File: src/rtl/stage_decode.sv
// RV32I decode stage: register file, instruction hold buffer, RAW interlock
// and the execute pipeline register.
module stage_decode #(
   parameter int WB_BYPASS = 1
) (
   input  logic        clk,
   input  logic        reset_n,
   input  logic        de_valid,
   input  logic [31:0] de_insn,
   input  logic [31:0] de_pc,
   output logic        de_stall,
   input  logic        flush,
   input  logic        ex_stall,
   input  logic        mm_valid,
   input  logic        mm_wen,
   input  logic [4:0]  mm_rd,
   input  logic        wb_wen,
   input  logic [4:0]  wb_rd,
   input  logic [31:0] wb_data,
   output logic        ex_valid,
   output logic [31:0] ex_pc,
   output logic [31:0] ex_rs1_val,
   output logic [31:0] ex_rs2_val,
   output logic [31:0] ex_imm,
   output logic [4:0]  ex_rd,
   output logic        ex_wen,
   output logic [3:0]  ex_alu_op,
   output logic        ex_op1_pc,
   output logic        ex_op1_zero,
   output logic        ex_op2_imm,
   output logic        ex_load,
   output logic        ex_store,
   output logic        ex_branch,
   output logic        ex_jal,
   output logic        ex_jalr,
   output logic [2:0]  ex_funct3,
   output logic        ex_illegal
);

   localparam logic [6:0] OPC_LUI    = 7'b0110111;
   localparam logic [6:0] OPC_AUIPC  = 7'b0010111;
   localparam logic [6:0] OPC_JAL    = 7'b1101111;
   localparam logic [6:0] OPC_JALR   = 7'b1100111;
   localparam logic [6:0] OPC_BRANCH = 7'b1100011;
   localparam logic [6:0] OPC_LOAD   = 7'b0000011;
   localparam logic [6:0] OPC_STORE  = 7'b0100011;
   localparam logic [6:0] OPC_OPIMM  = 7'b0010011;
   localparam logic [6:0] OPC_OP     = 7'b0110011;
   localparam logic [6:0] OPC_MISC   = 7'b0001111;
   localparam logic [6:0] OPC_SYSTEM = 7'b1110011;

   typedef enum logic {DIRECT, HELD} hold_state_t;

   hold_state_t hold_state;
   logic [31:0] hold_insn;
   logic [31:0] hold_pc;

   logic [31:0] cur_insn;
   logic [31:0] cur_pc;
   logic        cur_valid;

   logic [31:0] regs [1:31];

   logic [6:0]  opcode;
   logic [4:0]  rd, rs1, rs2;
   logic [2:0]  funct3;
   logic        is_lui, is_auipc, is_jal, is_jalr, is_branch, is_load;
   logic        is_store, is_opimm, is_op, is_misc, is_system;
   logic        illegal;
   logic        use_rs1, use_rs2;
   logic        rs1_hit, rs2_hit, hazard;
   logic [31:0] imm_d;
   logic [31:0] rs1_val, rs2_val;
   logic        wen_d;
   logic        alu_q;

   // In HELD the captured word stands in for fetch, whose bus is no longer valid.
   assign cur_insn  = (hold_state == HELD) ? hold_insn : de_insn;
   assign cur_pc    = (hold_state == HELD) ? hold_pc   : de_pc;
   assign cur_valid = (hold_state == HELD) ? 1'b1      : de_valid;

   assign opcode = cur_insn[6:0];
   assign rd     = cur_insn[11:7];
   assign funct3 = cur_insn[14:12];
   assign rs1    = cur_insn[19:15];
   assign rs2    = cur_insn[24:20];

   assign is_lui    = (opcode == OPC_LUI);
   assign is_auipc  = (opcode == OPC_AUIPC);
   assign is_jal    = (opcode == OPC_JAL);
   assign is_jalr   = (opcode == OPC_JALR);
   assign is_branch = (opcode == OPC_BRANCH);
   assign is_load   = (opcode == OPC_LOAD);
   assign is_store  = (opcode == OPC_STORE);
   assign is_opimm  = (opcode == OPC_OPIMM);
   assign is_op     = (opcode == OPC_OP);
   assign is_misc   = (opcode == OPC_MISC);
   assign is_system = (opcode == OPC_SYSTEM);

   assign illegal = (cur_insn[1:0] != 2'b11) ||
                    !(is_lui || is_auipc || is_jal || is_jalr || is_branch || is_load ||
                      is_store || is_opimm || is_op || is_misc || is_system);

   assign use_rs1 = !(is_lui || is_auipc || is_jal);
   assign use_rs2 = is_op || is_branch || is_store;

   assign rs1_hit = use_rs1 && (rs1 != 5'd0) &&
                    ((ex_valid && ex_wen && (ex_rd == rs1)) ||
                     (mm_valid && mm_wen && (mm_rd == rs1)) ||
                     ((WB_BYPASS == 0) && wb_wen && (wb_rd == rs1)));
   assign rs2_hit = use_rs2 && (rs2 != 5'd0) &&
                    ((ex_valid && ex_wen && (ex_rd == rs2)) ||
                     (mm_valid && mm_wen && (mm_rd == rs2)) ||
                     ((WB_BYPASS == 0) && wb_wen && (wb_rd == rs2)));
   assign hazard  = rs1_hit || rs2_hit;

   assign de_stall = cur_valid && !flush && (hazard || ex_stall);

   assign wen_d = (rd != 5'd0) &&
                  (is_lui || is_auipc || is_jal || is_jalr || is_load || is_opimm || is_op);
   assign alu_q = (is_op || (is_opimm && (funct3 == 3'b101))) && cur_insn[30];

   always_comb begin
      imm_d = {{20{cur_insn[31]}}, cur_insn[31:20]};
      if (is_store)
         imm_d = {{20{cur_insn[31]}}, cur_insn[31:25], cur_insn[11:7]};
      else if (is_branch)
         imm_d = {{19{cur_insn[31]}}, cur_insn[31], cur_insn[7], cur_insn[30:25],
                  cur_insn[11:8], 1'b0};
      else if (is_lui || is_auipc)
         imm_d = {cur_insn[31:12], 12'b0};
      else if (is_jal)
         imm_d = {{11{cur_insn[31]}}, cur_insn[31], cur_insn[19:12], cur_insn[20],
                  cur_insn[30:21], 1'b0};
   end

   // Write-first read when bypass is enabled; x0 is hardwired.
   always_comb begin
      rs1_val = '0;
      if (rs1 != 5'd0)
         rs1_val = ((WB_BYPASS != 0) && wb_wen && (wb_rd == rs1)) ? wb_data : regs[rs1];
   end

   always_comb begin
      rs2_val = '0;
      if (rs2 != 5'd0)
         rs2_val = ((WB_BYPASS != 0) && wb_wen && (wb_rd == rs2)) ? wb_data : regs[rs2];
   end

   always_ff @(posedge clk) begin
      if (wb_wen && (wb_rd != 5'd0))
         regs[wb_rd] <= wb_data;
   end

   always_ff @(posedge clk) begin
      if (!reset_n) begin
         hold_state <= DIRECT;
      end else begin
         case (hold_state)
            DIRECT: begin
               if (cur_valid && de_stall) begin
                  hold_state <= HELD;
                  hold_insn  <= de_insn;
                  hold_pc    <= de_pc;
               end
            end
            HELD: begin
               if (!de_stall || flush)
                  hold_state <= DIRECT;
            end
            default: hold_state <= DIRECT;
         endcase
      end
   end

   always_ff @(posedge clk) begin
      if (!reset_n) begin
         ex_valid    <= 1'b0;
         ex_pc       <= '0;
         ex_rs1_val  <= '0;
         ex_rs2_val  <= '0;
         ex_imm      <= '0;
         ex_rd       <= '0;
         ex_wen      <= 1'b0;
         ex_alu_op   <= '0;
         ex_op1_pc   <= 1'b0;
         ex_op1_zero <= 1'b0;
         ex_op2_imm  <= 1'b0;
         ex_load     <= 1'b0;
         ex_store    <= 1'b0;
         ex_branch   <= 1'b0;
         ex_jal      <= 1'b0;
         ex_jalr     <= 1'b0;
         ex_funct3   <= '0;
         ex_illegal  <= 1'b0;
      end else if (flush) begin
         ex_valid <= 1'b0;
      end else if (ex_stall) begin
         ex_valid <= ex_valid;
      end else if (cur_valid && !hazard) begin
         ex_valid    <= 1'b1;
         ex_pc       <= cur_pc;
         ex_rs1_val  <= rs1_val;
         ex_rs2_val  <= rs2_val;
         ex_imm      <= imm_d;
         ex_rd       <= rd;
         ex_wen      <= wen_d;
         ex_alu_op   <= {alu_q, funct3};
         ex_op1_pc   <= is_auipc || is_jal || is_branch;
         ex_op1_zero <= is_lui;
         ex_op2_imm  <= !illegal && !is_op;
         ex_load     <= is_load;
         ex_store    <= is_store;
         ex_branch   <= is_branch;
         ex_jal      <= is_jal;
         ex_jalr     <= is_jalr;
         ex_funct3   <= funct3;
         ex_illegal  <= illegal;
      end else begin
         ex_valid <= 1'b0;
      end
   end

endmodule

File: config.mk
export PLATFORM = sky130hd
export DESIGN_NAME = stage_decode
export DESIGN_NICKNAME = d
export VERILOG_FILES = /design/src/rtl/stage_decode.sv
export SDC_FILE = /design/constraint.sdc
export NUM_CORES = 2
export LEC_CHECK = 0
export ABC_AREA = 1
export CAP_MARGIN = 20
export CORE_ASPECT_RATIO = 1.75
export CORE_MARGIN = 2
export CORE_UTILIZATION = 38
export CTS_BUF_LIST = sky130_fd_sc_hd__clkbuf_8
export CTS_CLUSTER_DIAMETER = 80
export CTS_CLUSTER_SIZE = 24
export DETAILED_ROUTE_END_ITERATION = 8
export PLACE_DENSITY = 0.5
export SYNTH_ARGS = -nofsm -noshare
export SYNTH_HDL_FRONTEND = slang
export SYNTH_SLANG_ARGS = --single-unit
File: constraint.sdc
create_clock -name clk -period 18.55 [get_ports clk]
set_input_delay 2.7825 -clock clk [delete_from_list [all_inputs] [get_ports clk]]
set_output_delay 2.7825 -clock clk [all_outputs]
set_load 0.05 [all_outputs]
==> qor.yml <==
status: "finished clean"
maxSlewViolCount: 0
ys_ff_latch: 1205
holdBufCountCts: 0
syn_area_um2: 60100
power.total_mw: 5.09
via_per_inst: 5.85
htree_levels: 2
coreArea_um2: 157000
die_w_um: 305
hold_viol_final: 0
path_clk_slew_ns: 0.15
critPathCapture: "de_stall"
drt_iter0_drc: 6637
final_cell_mix: "nand2_1 (2,474), nand3_1 (1,761), edfxtp_1 (1,056)"
pin_count: 266
routed-via-count: 53300
finClkSkew_ns: 0.0423
fin_cells: 9105
drt-wirelength-per-cell_um: 27.7
ys_warn_count: 0
cts_root_buffer: "clkbuf_8"
r2r-end: "ex_rs2_val[23]"
grt_pass1_vias: 50800
rr_worst_depth: 15
gr-total-overflow: 0
start_kind: "primary input"
power_density_nw_per_um2: 77.6
synth_edf_count: 1056
worstSetupPathType: "in2out"
dr.pass1.iters: 8
synth_cell_type_count: 38
tightest_slew_ns: 1.20
regToRegSetupSlack_ns: 11.95
area_growth_pct: 9.22
start_util_pct: 38.2
nets: 7120
dp_hpwl_mm: 132
clock_latency_ns: 0.87
cts_resized: 0
io_buffers: 265
cts_tree: "done"
postCtsSetupRepairBufs: 0
layout_commonest_cell: "nand2_1"
antenna_found_initial: 7
cp-end-kind: "output port"
post-route-util_pct: 41.7
arrival_ns: 7.66
finalCriticalPeriod_ns: 10.44
min_path_type: "reg2reg"
routabilityCongestion: 0.847
setup_viol: 0
clk_path_buf_depth: 3
drive_above_1_share_pct: 4.59
synthesis.nets: 7166
irDropWorstVdd_v: 0.0000647
grt_max_degree: 173
wirelength_mm: 252
clock-sinks: 1205
timing.final.crit_share_pct: 56.3
rsz0062_at_grt: "false"
die_h_um: 530
timing.rr.start: "hold_state"
critPathMaxFanout: 112
dpl.cell_count: 8993
grtUsageTotal_pct: 30.3
fp.dieArea_um2: 162000
max_freq_ghz: 0.0958
cap_violations: 0
route.detailed.drc: 0
required_ns: 15.77
crit_start: "de_insn[15]"
syn_inst: 7052
numCtsBuffers: 56
leakage_nw: 25.1
grt_pass1_wl_mm: 359
syn_avg_cell_area_um2: 8.52
drtAntennaViolNets: 0
ys_async_sr_fraction_pct: 0
tns_ns: 0
ys_seq_area_share_pct: 57.7
placementRows: 193
slew_headroom_pct: 20.0
ys.flop_type: "edfxtp_1"
registers in the layout (all words and copies together), names as in the netlist:
| register | flops |
|---|---|
| ex_wen | 1 |
| hold_pc | 32 |
| hold_state | 1 |
| ex_alu_op | 4 |
| ex_imm | 32 |
| ex_rd | 5 |
| hold_insn | 32 |
| ex_load | 1 |
| ex_illegal | 1 |
| ex_op2_imm | 1 |
| ex_jal | 1 |
| ex_pc | 32 |
| regs | 992 |
| ex_op1_pc | 1 |
| ex_jalr | 1 |
| ex_valid | 1 |
| ex_rs1_val | 32 |
| ex_store | 1 |
| ex_rs2_val | 32 |
| ex_branch | 1 |
| ex_op1_zero | 1 |
Yosys cell counts (3+ instances only):
library cell | count | share of area [%]
o211ai_1 | 9 | 0.11
clkinv_1 | 4 | 0.025
nor2_4 | 3 | 0.056
inv_1 | 279 | 1.7
nand2_1 | 2481 | 15
nor3_1 | 9 | 0.075
edfxtp_1 | 1056 | 53
o21ai_1 | 3 | 0.025
buf_1 | 66 | 0.41
nand3_2 | 3 | 0.050
nand2_2 | 26 | 0.27
buf_4 | 8 | 0.10
xor2_1 | 4 | 0.058
buf_6 | 9 | 0.17
inv_2 | 7 | 0.044
o22ai_1 | 3 | 0.031
a21oi_2 | 11 | 0.16
nor2_2 | 4 | 0.042
dfxtp_1 | 149 | 5.0
mux2i_1 | 6 | 0.10
a21oi_1 | 267 | 2.2
or2_2 | 21 | 0.22
nor2_1 | 305 | 1.9
nand3_1 | 1762 | 15
buf_2 | 217 | 1.8
clkbuf_1 | 204 | 1.3
o21ai_0 | 123 | 1.0
layer usage:
layer / global-route usage (%) / up-vias / routed length, um
met2: 51.5 / 2984 / 120000
met4: 16.0 / 0 / 14500
met3: 3.95 / 618 / 21900
li1: - / 23700 / -
met5: 0 / - / 0
met1: 37.7 / 26000 / 95700
where the power goes:
group          total, mW  internal [mW]  leakage (nW)  switching (mW)
Sequential          3.01           2.99          10.7          0.0246
Combinational      0.906          0.236          13.7           0.670
Clock               1.17          0.303         0.666           0.870
through the flow:
stage	instance area [um^2]	hold slack [ns]	worst slack, ns
finish	65600	0.473	8.11
global route	65600	0.494	7.87
CTS	65600	0.477	7.99
detailed placement	64600	0.456	8.01
global placement	64600	0.452	7.94
floorplan	60100	0.567	9.93
logic make-up (layout without fill, tap and decap cells):
kind of cell	after synthesis	count (layout)	synth area share [%]
and+or+nand+nor	4623	4623	32.9
DFF	1205	1205	57.7
buffers and inverters	796	796	5.61
AOI/OAI and AO/OA	418	418	3.60
muxes	6	6	0.0999
xor gates and xnor gates	4	4	0.0583
other	0	6	0
layout make-up:
| class | instances | area, um^2 |
|---|---|---|
| diodes | 6 | 15.0 |
| repair buffers | 402 | 3800 |
| inverters | 290 | 1110 |
| multi-input cells | 5051 | 22500 |
| clock inverters | 48 | 226 |
| fillers | 15400 | 91800 |
| clock buffers | 56 | 771 |
| well taps | 2047 | 2560 |
| flip-flops and latches | 1205 | 34700 |
worst max-delay path, cell delays in order:
cell and delay, ns:
clkdlybuf4s50_1 0.54, inv_1 0.12, nand2_2 0.47, nand2_8 0.78, buf_4 0.86, nand3_1 0.19
nor2_2 0.12, buf_4 0.47, nor2_1 0.16, nand2_4 0.13, nand3_1 0.08, nand3_1 0.14
inv_1 0.06, clkdlybuf4s50_1 0.70
worst min path at each step:
stage / start / to / slack, ns / cells past startpoint
after floorplan: hold_pc[0] / ex_pc[0] / 0.57 / 4
after global placement: ex_imm[11] / ex_imm[11] / 0.45 / 2
after detailed placement: ex_rs1_val[2] / ex_rs1_val[2] / 0.46 / 2
after CTS: ex_rs1_val[2] / ex_rs1_val[2] / 0.48 / 2
after global routing: ex_rs1_val[5] / ex_rs1_val[5] / 0.49 / 2
final: ex_rs1_val[2] / ex_rs1_val[2] / 0.47 / 2
Power figures use the tool's default switching activity.
